**config.mk**
```make
export PLATFORM = sky130hd
export DESIGN_NAME = lsu_flat
export DESIGN_NICKNAME = d
export VERILOG_FILES = /design/src/rtl/lsu_if.sv /design/src/rtl/lsu.sv /design/src/flat_wrapper.sv
export SDC_FILE = /design/constraint.sdc
export NUM_CORES = 1
export LEC_CHECK = 0
export ABC_AREA = 1
export BUFFER_PORTS_ARGS = -buffer_cell sky130_fd_sc_hd__buf_2
export CORE_ASPECT_RATIO = 0.5
export CORE_MARGIN = 3
export CORE_UTILIZATION = 32
export CTS_CLUSTER_DIAMETER = 80
export CTS_CLUSTER_SIZE = 20
export DETAILED_ROUTE_END_ITERATION = 10
export SKIP_LAST_GASP = 1
export SLEW_MARGIN = 15
export SYNTH_ARGS = -nofsm -noshare
export SYNTH_HDL_FRONTEND = slang
export SYNTH_SLANG_ARGS = --single-unit
```
**constraint.sdc**
```tcl
create_clock -name clk_i -period 2 [get_ports clk_i]
set_input_delay 0.4 -clock clk_i [delete_from_list [all_inputs] [get_ports clk_i]]
set_output_delay 0.4 -clock clk_i [all_outputs]
set_load 0.1 [all_outputs]
```
**src/rtl/lsu_if.sv**
```systemverilog
// lsu_if: execute-stage request, memory bus and completion signals of the LSU
//   slave  : LSU side (takes requests and read data, drives the bus and completion)
//   master : environment side (execute stage plus memory)
interface lsu_if;
  logic        req_valid_i;
  logic        req_ready_o;
  logic [3:0]  lsu_op_i;
  logic [31:0] addr_i;
  logic [31:0] st_data_i;
  logic        mem_req_o;
  logic        mem_we_o;
  logic [31:0] mem_addr_o;
  logic [3:0]  mem_be_o;
  logic [31:0] mem_wdata_o;
  logic        mem_gnt_i;
  logic        mem_rvalid_i;
  logic [31:0] mem_rdata_i;
  logic        done_o;
  logic [31:0] ld_data_o;
  logic        err_o;
  modport slave (
    input  req_valid_i, lsu_op_i, addr_i, st_data_i, mem_gnt_i, mem_rvalid_i, mem_rdata_i,
    output req_ready_o, mem_req_o, mem_we_o, mem_addr_o, mem_be_o, mem_wdata_o, done_o, ld_data_o, err_o
  );
  modport master (
    output req_valid_i, lsu_op_i, addr_i, st_data_i, mem_gnt_i, mem_rvalid_i, mem_rdata_i,
    input  req_ready_o, mem_req_o, mem_we_o, mem_addr_o, mem_be_o, mem_wdata_o, done_o, ld_data_o, err_o
  );
endinterface

```
**src/rtl/lsu.sv**
```systemverilog
// lsu: RV32 load/store unit with a req/gnt/rvalid memory port and byte/half/word access
//   clk_i, rst_i : clock and synchronous active-high reset
//   bus (slave)  : request handshake, memory bus, done/err pulses and extended load data
module lsu (
  input logic clk_i,
  input logic rst_i,
  lsu_if.slave bus
);
  typedef enum logic [1:0] {IDLE, REQ, WAIT} state_t;
  state_t      state_q;
  logic [3:0]  op_q, be_q, be_d;
  logic [1:0]  off_q, sz;
  logic [31:0] addr_q, wdata_q, wdata_d, ld_q, ld_d;
  logic        req_q, we_q, done_q, err_q, legal, misal, fire;
  logic [7:0]  b_sel;
  logic [15:0] h_sel;
  assign sz      = bus.lsu_op_i[1:0];
  assign legal   = bus.lsu_op_i inside {4'b0000, 4'b0001, 4'b0010, 4'b0100, 4'b0101, 4'b1000, 4'b1001, 4'b1010};
  assign misal   = (sz == 2'd1 && bus.addr_i[0]) || (sz == 2'd2 && bus.addr_i[1:0] != 2'd0);
  assign fire    = bus.req_valid_i && state_q == IDLE;
  assign be_d    = sz == 2'd0 ? 4'b0001 << bus.addr_i[1:0] :
                   sz == 2'd1 ? 4'b0011 << {bus.addr_i[1], 1'b0} : 4'b1111;
  assign wdata_d = sz == 2'd0 ? {4{bus.st_data_i[7:0]}} :
                   sz == 2'd1 ? {2{bus.st_data_i[15:0]}} : bus.st_data_i;
  assign b_sel   = 8'(bus.mem_rdata_i >> {off_q, 3'b000});
  assign h_sel   = 16'(bus.mem_rdata_i >> {off_q[1], 4'b0000});
  // funct3[2] marks the unsigned variants, so it suppresses sign extension
  assign ld_d    = op_q[1] ? bus.mem_rdata_i :
                   op_q[0] ? {{16{~op_q[2] & h_sel[15]}}, h_sel} : {{24{~op_q[2] & b_sel[7]}}, b_sel};
  always_ff @(posedge clk_i) begin
    if (rst_i) begin
      state_q <= IDLE;
      op_q    <= '0;
      off_q   <= '0;
      addr_q  <= '0;
      wdata_q <= '0;
      be_q    <= '0;
      we_q    <= 1'b0;
      req_q   <= 1'b0;
      ld_q    <= '0;
      done_q  <= 1'b0;
      err_q   <= 1'b0;
    end else begin
      done_q <= 1'b0;
      err_q  <= 1'b0;
      case (state_q)
        IDLE: if (fire) begin
          if (!legal || misal) err_q <= 1'b1;
          else begin
            state_q <= REQ;
            req_q   <= 1'b1;
            op_q    <= bus.lsu_op_i;
            off_q   <= bus.addr_i[1:0];
            addr_q  <= {bus.addr_i[31:2], 2'b00};
            we_q    <= bus.lsu_op_i[3];
            be_q    <= be_d;
            wdata_q <= wdata_d;
          end
        end
        REQ: if (bus.mem_gnt_i) begin
          req_q   <= 1'b0;
          state_q <= op_q[3] ? IDLE : WAIT;
          done_q  <= op_q[3];
        end
        WAIT: if (bus.mem_rvalid_i) begin
          state_q <= IDLE;
          ld_q    <= ld_d;
          done_q  <= 1'b1;
        end
        default: state_q <= IDLE;
      endcase
    end
  end
  assign bus.req_ready_o = state_q == IDLE;
  assign bus.mem_req_o   = req_q;
  assign bus.mem_we_o    = we_q;
  assign bus.mem_addr_o  = addr_q;
  assign bus.mem_be_o    = be_q;
  assign bus.mem_wdata_o = wdata_q;
  assign bus.done_o      = done_q;
  assign bus.err_o       = err_q;
  assign bus.ld_data_o   = ld_q;
endmodule
```
**src/flat_wrapper.sv**
```systemverilog
// flat-port wrapper written by rule: the top's interface ports become plain ports
module lsu_flat 
  (clk_i, rst_i, bus_req_valid_i, bus_lsu_op_i, bus_addr_i, bus_st_data_i, bus_mem_gnt_i, bus_mem_rvalid_i, bus_mem_rdata_i, bus_req_ready_o, bus_mem_req_o, bus_mem_we_o, bus_mem_addr_o, bus_mem_be_o, bus_mem_wdata_o, bus_done_o, bus_ld_data_o, bus_err_o);
  lsu_if bus_i ();
  input logic clk_i;
  input logic rst_i;
  input wire logic [$bits(bus_i.req_valid_i)-1:0] bus_req_valid_i;
  input wire logic [$bits(bus_i.lsu_op_i)-1:0] bus_lsu_op_i;
  input wire logic [$bits(bus_i.addr_i)-1:0] bus_addr_i;
  input wire logic [$bits(bus_i.st_data_i)-1:0] bus_st_data_i;
  input wire logic [$bits(bus_i.mem_gnt_i)-1:0] bus_mem_gnt_i;
  input wire logic [$bits(bus_i.mem_rvalid_i)-1:0] bus_mem_rvalid_i;
  input wire logic [$bits(bus_i.mem_rdata_i)-1:0] bus_mem_rdata_i;
  output wire logic [$bits(bus_i.req_ready_o)-1:0] bus_req_ready_o;
  output wire logic [$bits(bus_i.mem_req_o)-1:0] bus_mem_req_o;
  output wire logic [$bits(bus_i.mem_we_o)-1:0] bus_mem_we_o;
  output wire logic [$bits(bus_i.mem_addr_o)-1:0] bus_mem_addr_o;
  output wire logic [$bits(bus_i.mem_be_o)-1:0] bus_mem_be_o;
  output wire logic [$bits(bus_i.mem_wdata_o)-1:0] bus_mem_wdata_o;
  output wire logic [$bits(bus_i.done_o)-1:0] bus_done_o;
  output wire logic [$bits(bus_i.ld_data_o)-1:0] bus_ld_data_o;
  output wire logic [$bits(bus_i.err_o)-1:0] bus_err_o;
  assign bus_i.req_valid_i = bus_req_valid_i;
  assign bus_i.lsu_op_i = bus_lsu_op_i;
  assign bus_i.addr_i = bus_addr_i;
  assign bus_i.st_data_i = bus_st_data_i;
  assign bus_i.mem_gnt_i = bus_mem_gnt_i;
  assign bus_i.mem_rvalid_i = bus_mem_rvalid_i;
  assign bus_i.mem_rdata_i = bus_mem_rdata_i;
  assign bus_req_ready_o = bus_i.req_ready_o;
  assign bus_mem_req_o = bus_i.mem_req_o;
  assign bus_mem_we_o = bus_i.mem_we_o;
  assign bus_mem_addr_o = bus_i.mem_addr_o;
  assign bus_mem_be_o = bus_i.mem_be_o;
  assign bus_mem_wdata_o = bus_i.mem_wdata_o;
  assign bus_done_o = bus_i.done_o;
  assign bus_ld_data_o = bus_i.ld_data_o;
  assign bus_err_o = bus_i.err_o;
  lsu u_core (.clk_i(clk_i), .rst_i(rst_i), .bus(bus_i));
endmodule
```
==> metrics.md <==
| Metric | Value |
|---|---|
| Outcome | complete, no violations |
| CTS tree | done |
| Crit path to | bus_req_ready_o |
| XOR/XNOR share of the synthesized area | 0% |
| First-pass GRT wire length | 24500 um |
| Core Rows | 31 |
| Total negative slack | 0 ns |
| Post-synthesis cell type count | 28 |
| Fraction of the mapped netlist area in adder cells | 0.777% |
| Die area | 16700 um^2 |
| Final Hold Viols | 0 |
| Final worst-path cycle share | 91.8% |
| Tot GR Track Use | 18.0% |
| Post-CTS sizing | 0 |
| Leak | 3.00 nW |
| Synth Warn # | 0 |
| Number of flops mapped to enable cells by yosys | 0 |
| Clock skew | 0.0103 ns |
| H-tree levels | 3 |
| Die height | 92.9 um |
| Vias | 5137 |
| Residual DRC | 0 |
| Iter 0 DRT Violations | 310 |
| R2r startpoint | u_core.state_q[1]$_SDFFE_PP0P_ |
| Worst EP arrival | 1.44 ns |
| Diode count | 0 |
| Power share of the clock group | 25.4% |
| Total wire length | 15500 um |
| Die W | 180 um |
| Combinational power share | 37.8% |
| Worst-Margin Slew | 0.518 ns |
| Slew Viols, Final | 0 |
| RSZ-0062 raised after global routing | no |
| P&R area growth vs syn | 30.1% |
| Slew Limit Headroom | 65.7% |
| Mux cell area share after synthesis | 0% |
| Worst R2R End | u_core.bus.mem_addr_o[8]$_SDFFE_PP0P_ |
| Sw Ratio | 44.3% |
| Clock slew at reported path FFs | 0.07 ns |
| Area contributors post-synth | dfxtp_1 (45%), nand2_1 (19%), a21oi_1 (13%), o21ai_0 (6.6%), nand3_1 (2.1%) |
| Compound-Gate Fraction of Synth Area | 21.9% |
| GRT Residual Overflow | 0 |
| R2R depth | 9 |
| PnR Total Power | 6.69 mW |
| Routed len/inst | 14.4 um |
| Ports | 210 |
| Maximum VDD drop | 0.000394 V |
| P_int | 3.72 mW |
| Post-Route Utilization | 43.0% |
| Synth Instances | 680 |
| Post-Synth Simple-Gate Area | 24.6% |
| Top cell type's share of synthesized area | 45.2% |
| Clock root buffer master | clkbuf_16 |
| Final worst-path setup slack | 0.163 ns |
| Worst hold path class | in -> reg |
| Core area | 14600 um^2 |
| Synth cell count leaders | nand2_1 (243), a21oi_1 (125), dfxtp_1 (109), o21ai_0 (64), inv_1 (23) |
| Power Density | 1060 nW/um^2 |
| Dominant cell type by area after synthesis | dfxtp_1 |
| CP Data Required Time | 1.60 ns |
| Initial antenna violation count | 2 |
| Crit path from | u_core.state_q[1]$_SDFFE_PP0P_ |
| Gpl congestion | 0.886 |
| Placed Cells incl. Taps | 1057 |
| Clock Latency Late Sink | 0.34 ns |
| Worst-path maximum fanout | 4 |
| Setup WS pre-CTS | 0.330 ns |
| Final HPWL DP | 11400 um |
| Crit end category | primary output |
| Count of final setup violators | 0 |
| Post-Layout Cell Count | 1072 |
| Post-Syn Area | 4830 um^2 |
| Sequential area share after synthesis | 45.2% |
| Largest net degree at the start of global routing | 52 |
| Max Clk Rate | 544 MHz |
| Seq cells post-synth | 109 |
| Fraction of registers with async set/reset | 0% |
| CP Class | reg -> out |
| Post-route cell area | 6290 um^2 |
| Worst-case clock buffer depth | 2 |
| Vias per inst | 4.79 |
| Largest family of logic cells by synthesized area | simple AND/OR/NAND/NOR gates |
| Setup repair bufs after CTS | 0 |
| CTS sink cnt | 109 |
| R2r setup slk | 0.44 ns |
| Antenna-violating nets left | 0 |
| Max-cap violations | 0 |
| IO Port Bufs | 207 |
| Sequential Power Share | 36.8% |
| Fillers | 1561 |
| Num CTS Buffers | 9 |
| Sw power | 2.97 mW |
| Most frequent cell after synthesis | nand2_1 |
| CTS Hold Buffers Added | 0 |
| Nets | 978 |
| Detailed Routing Iterations Pass 1 | 5 |
| CP startpoint kind | flip-flop |
| Initial Utilization | 33.0% |
| Hold Slack | 0.296 ns |
| Area after DPL | 6010 um^2 |
| Ys flop type | dfxtp_1 |
| Share of cells above drive strength 1 | 31.4% |
| Avg Cell Area, Syn | 7.10 um^2 |
| Tmin final | 1.84 ns |
| Vias in the first global route | 4785 |
worst min-delay path by stage:
stage,end,slack (ns),from,cells past startpoint
finish,u_core.bus.mem_addr_o[6]$_SDFFE_PP0P_,0.30,bus_addr_i[6],3
global route,u_core.bus.mem_addr_o[27]$_SDFFE_PP0P_,0.29,bus_addr_i[27],3
CTS,u_core.bus.mem_addr_o[27]$_SDFFE_PP0P_,0.28,bus_addr_i[27],3
detailed placement,u_core.bus.mem_wdata_o[29]$_SDFFE_PP0P_,0.45,u_core.bus.mem_wdata_o[29]$_SDFFE_PP0P_,2
global placement,u_core.bus.mem_req_o$_SDFFE_PP0P_,0.45,u_core.bus.mem_req_o$_SDFFE_PP0P_,2
floorplan,u_core.state_q[0]$_SDFFE_PP0P_,0.46,u_core.state_q[0]$_SDFFE_PP0P_,2
power groups by stage:
stage               combinational [mW]  clock (mW)  sequential [mW]
global route                      2.69        1.84             2.49
detailed placement                2.54           0             2.51
finish                            2.53        1.70             2.46
floorplan                        0.797           0             3.75
global placement                  2.53           0             2.51
CTS                               2.54        1.76             2.46
cell families after synthesis:
| logic type | Yosys count |
|---|---|
| flops | 109 |
| fa+ha+maj | 3 |
| simple gates | 290 |
| other cells | 1 |
| compound gates | 203 |
| buf+inv | 74 |
metal layers:
metal	vias to the layer above	GRT usage, %	part of all wire [%]
li1	2594	-	-
met1	2339	22.7	45
met2	184	30.3	46
met3	16	5.45	7.2
met4	4	4.37	1.2
met5	-	0	0.14
layout by cell type, fill, tap and decap left out, types with 2 or more instances in the layout:
| master | n |
|---|---|
| nand3_1 | 20 |
| ha_1 | 2 |
| a21oi_2 | 10 |
| conb_1 | 2 |
| nand2_2 | 14 |
| inv_1 | 23 |
| buf_4 | 14 |
| a21oi_1 | 125 |
| nor2_2 | 2 |
| inv_6 | 2 |
| nand2_1 | 243 |
| inv_2 | 5 |
| o21ai_0 | 64 |
| buf_2 | 207 |
| o21ai_1 | 2 |
| buf_12 | 2 |
| clkbuf_16 | 9 |
| dfxtp_1 | 109 |
| clkinv_2 | 2 |
| nor2_1 | 5 |
| nor3_1 | 2 |
sequential cells by signal, summed over array words and instances, names as in the netlist, 2 cells and up:
| signal | flops |
|---|---|
| u_core.bus.ld_data_o | 32 |
| u_core.bus.mem_wdata_o | 32 |
| u_core.bus.mem_addr_o | 30 |
| u_core.bus.mem_be_o | 4 |
| u_core.op_q | 4 |
| u_core.off_q | 2 |
| u_core.state_q | 2 |
final cells by class:
| cell class | count | area (um^2) | area share (%) |
|---|---|---|---|
| Timing Repair Buffer | 223 | 1180 | 18.8 |
| Sequential cell | 109 | 2180 | 34.7 |
| Clock inverter | 5 | 35.0 | 0.557 |
| Clock buffer | 10 | 239 | 3.80 |
| Inverter | 29 | 109 | 1.73 |
| Tap cell | 198 | 248 | 3.94 |
| Multi-Input combinational cell | 498 | 2290 | 36.5 |
critical path, stage by stage (launching register included):
cell and delay, ns:
dfxtp_1 0.32, inv_1 0.10, ha_2 0.23, buf_2 0.44
Power figures use the tool's default switching activity.
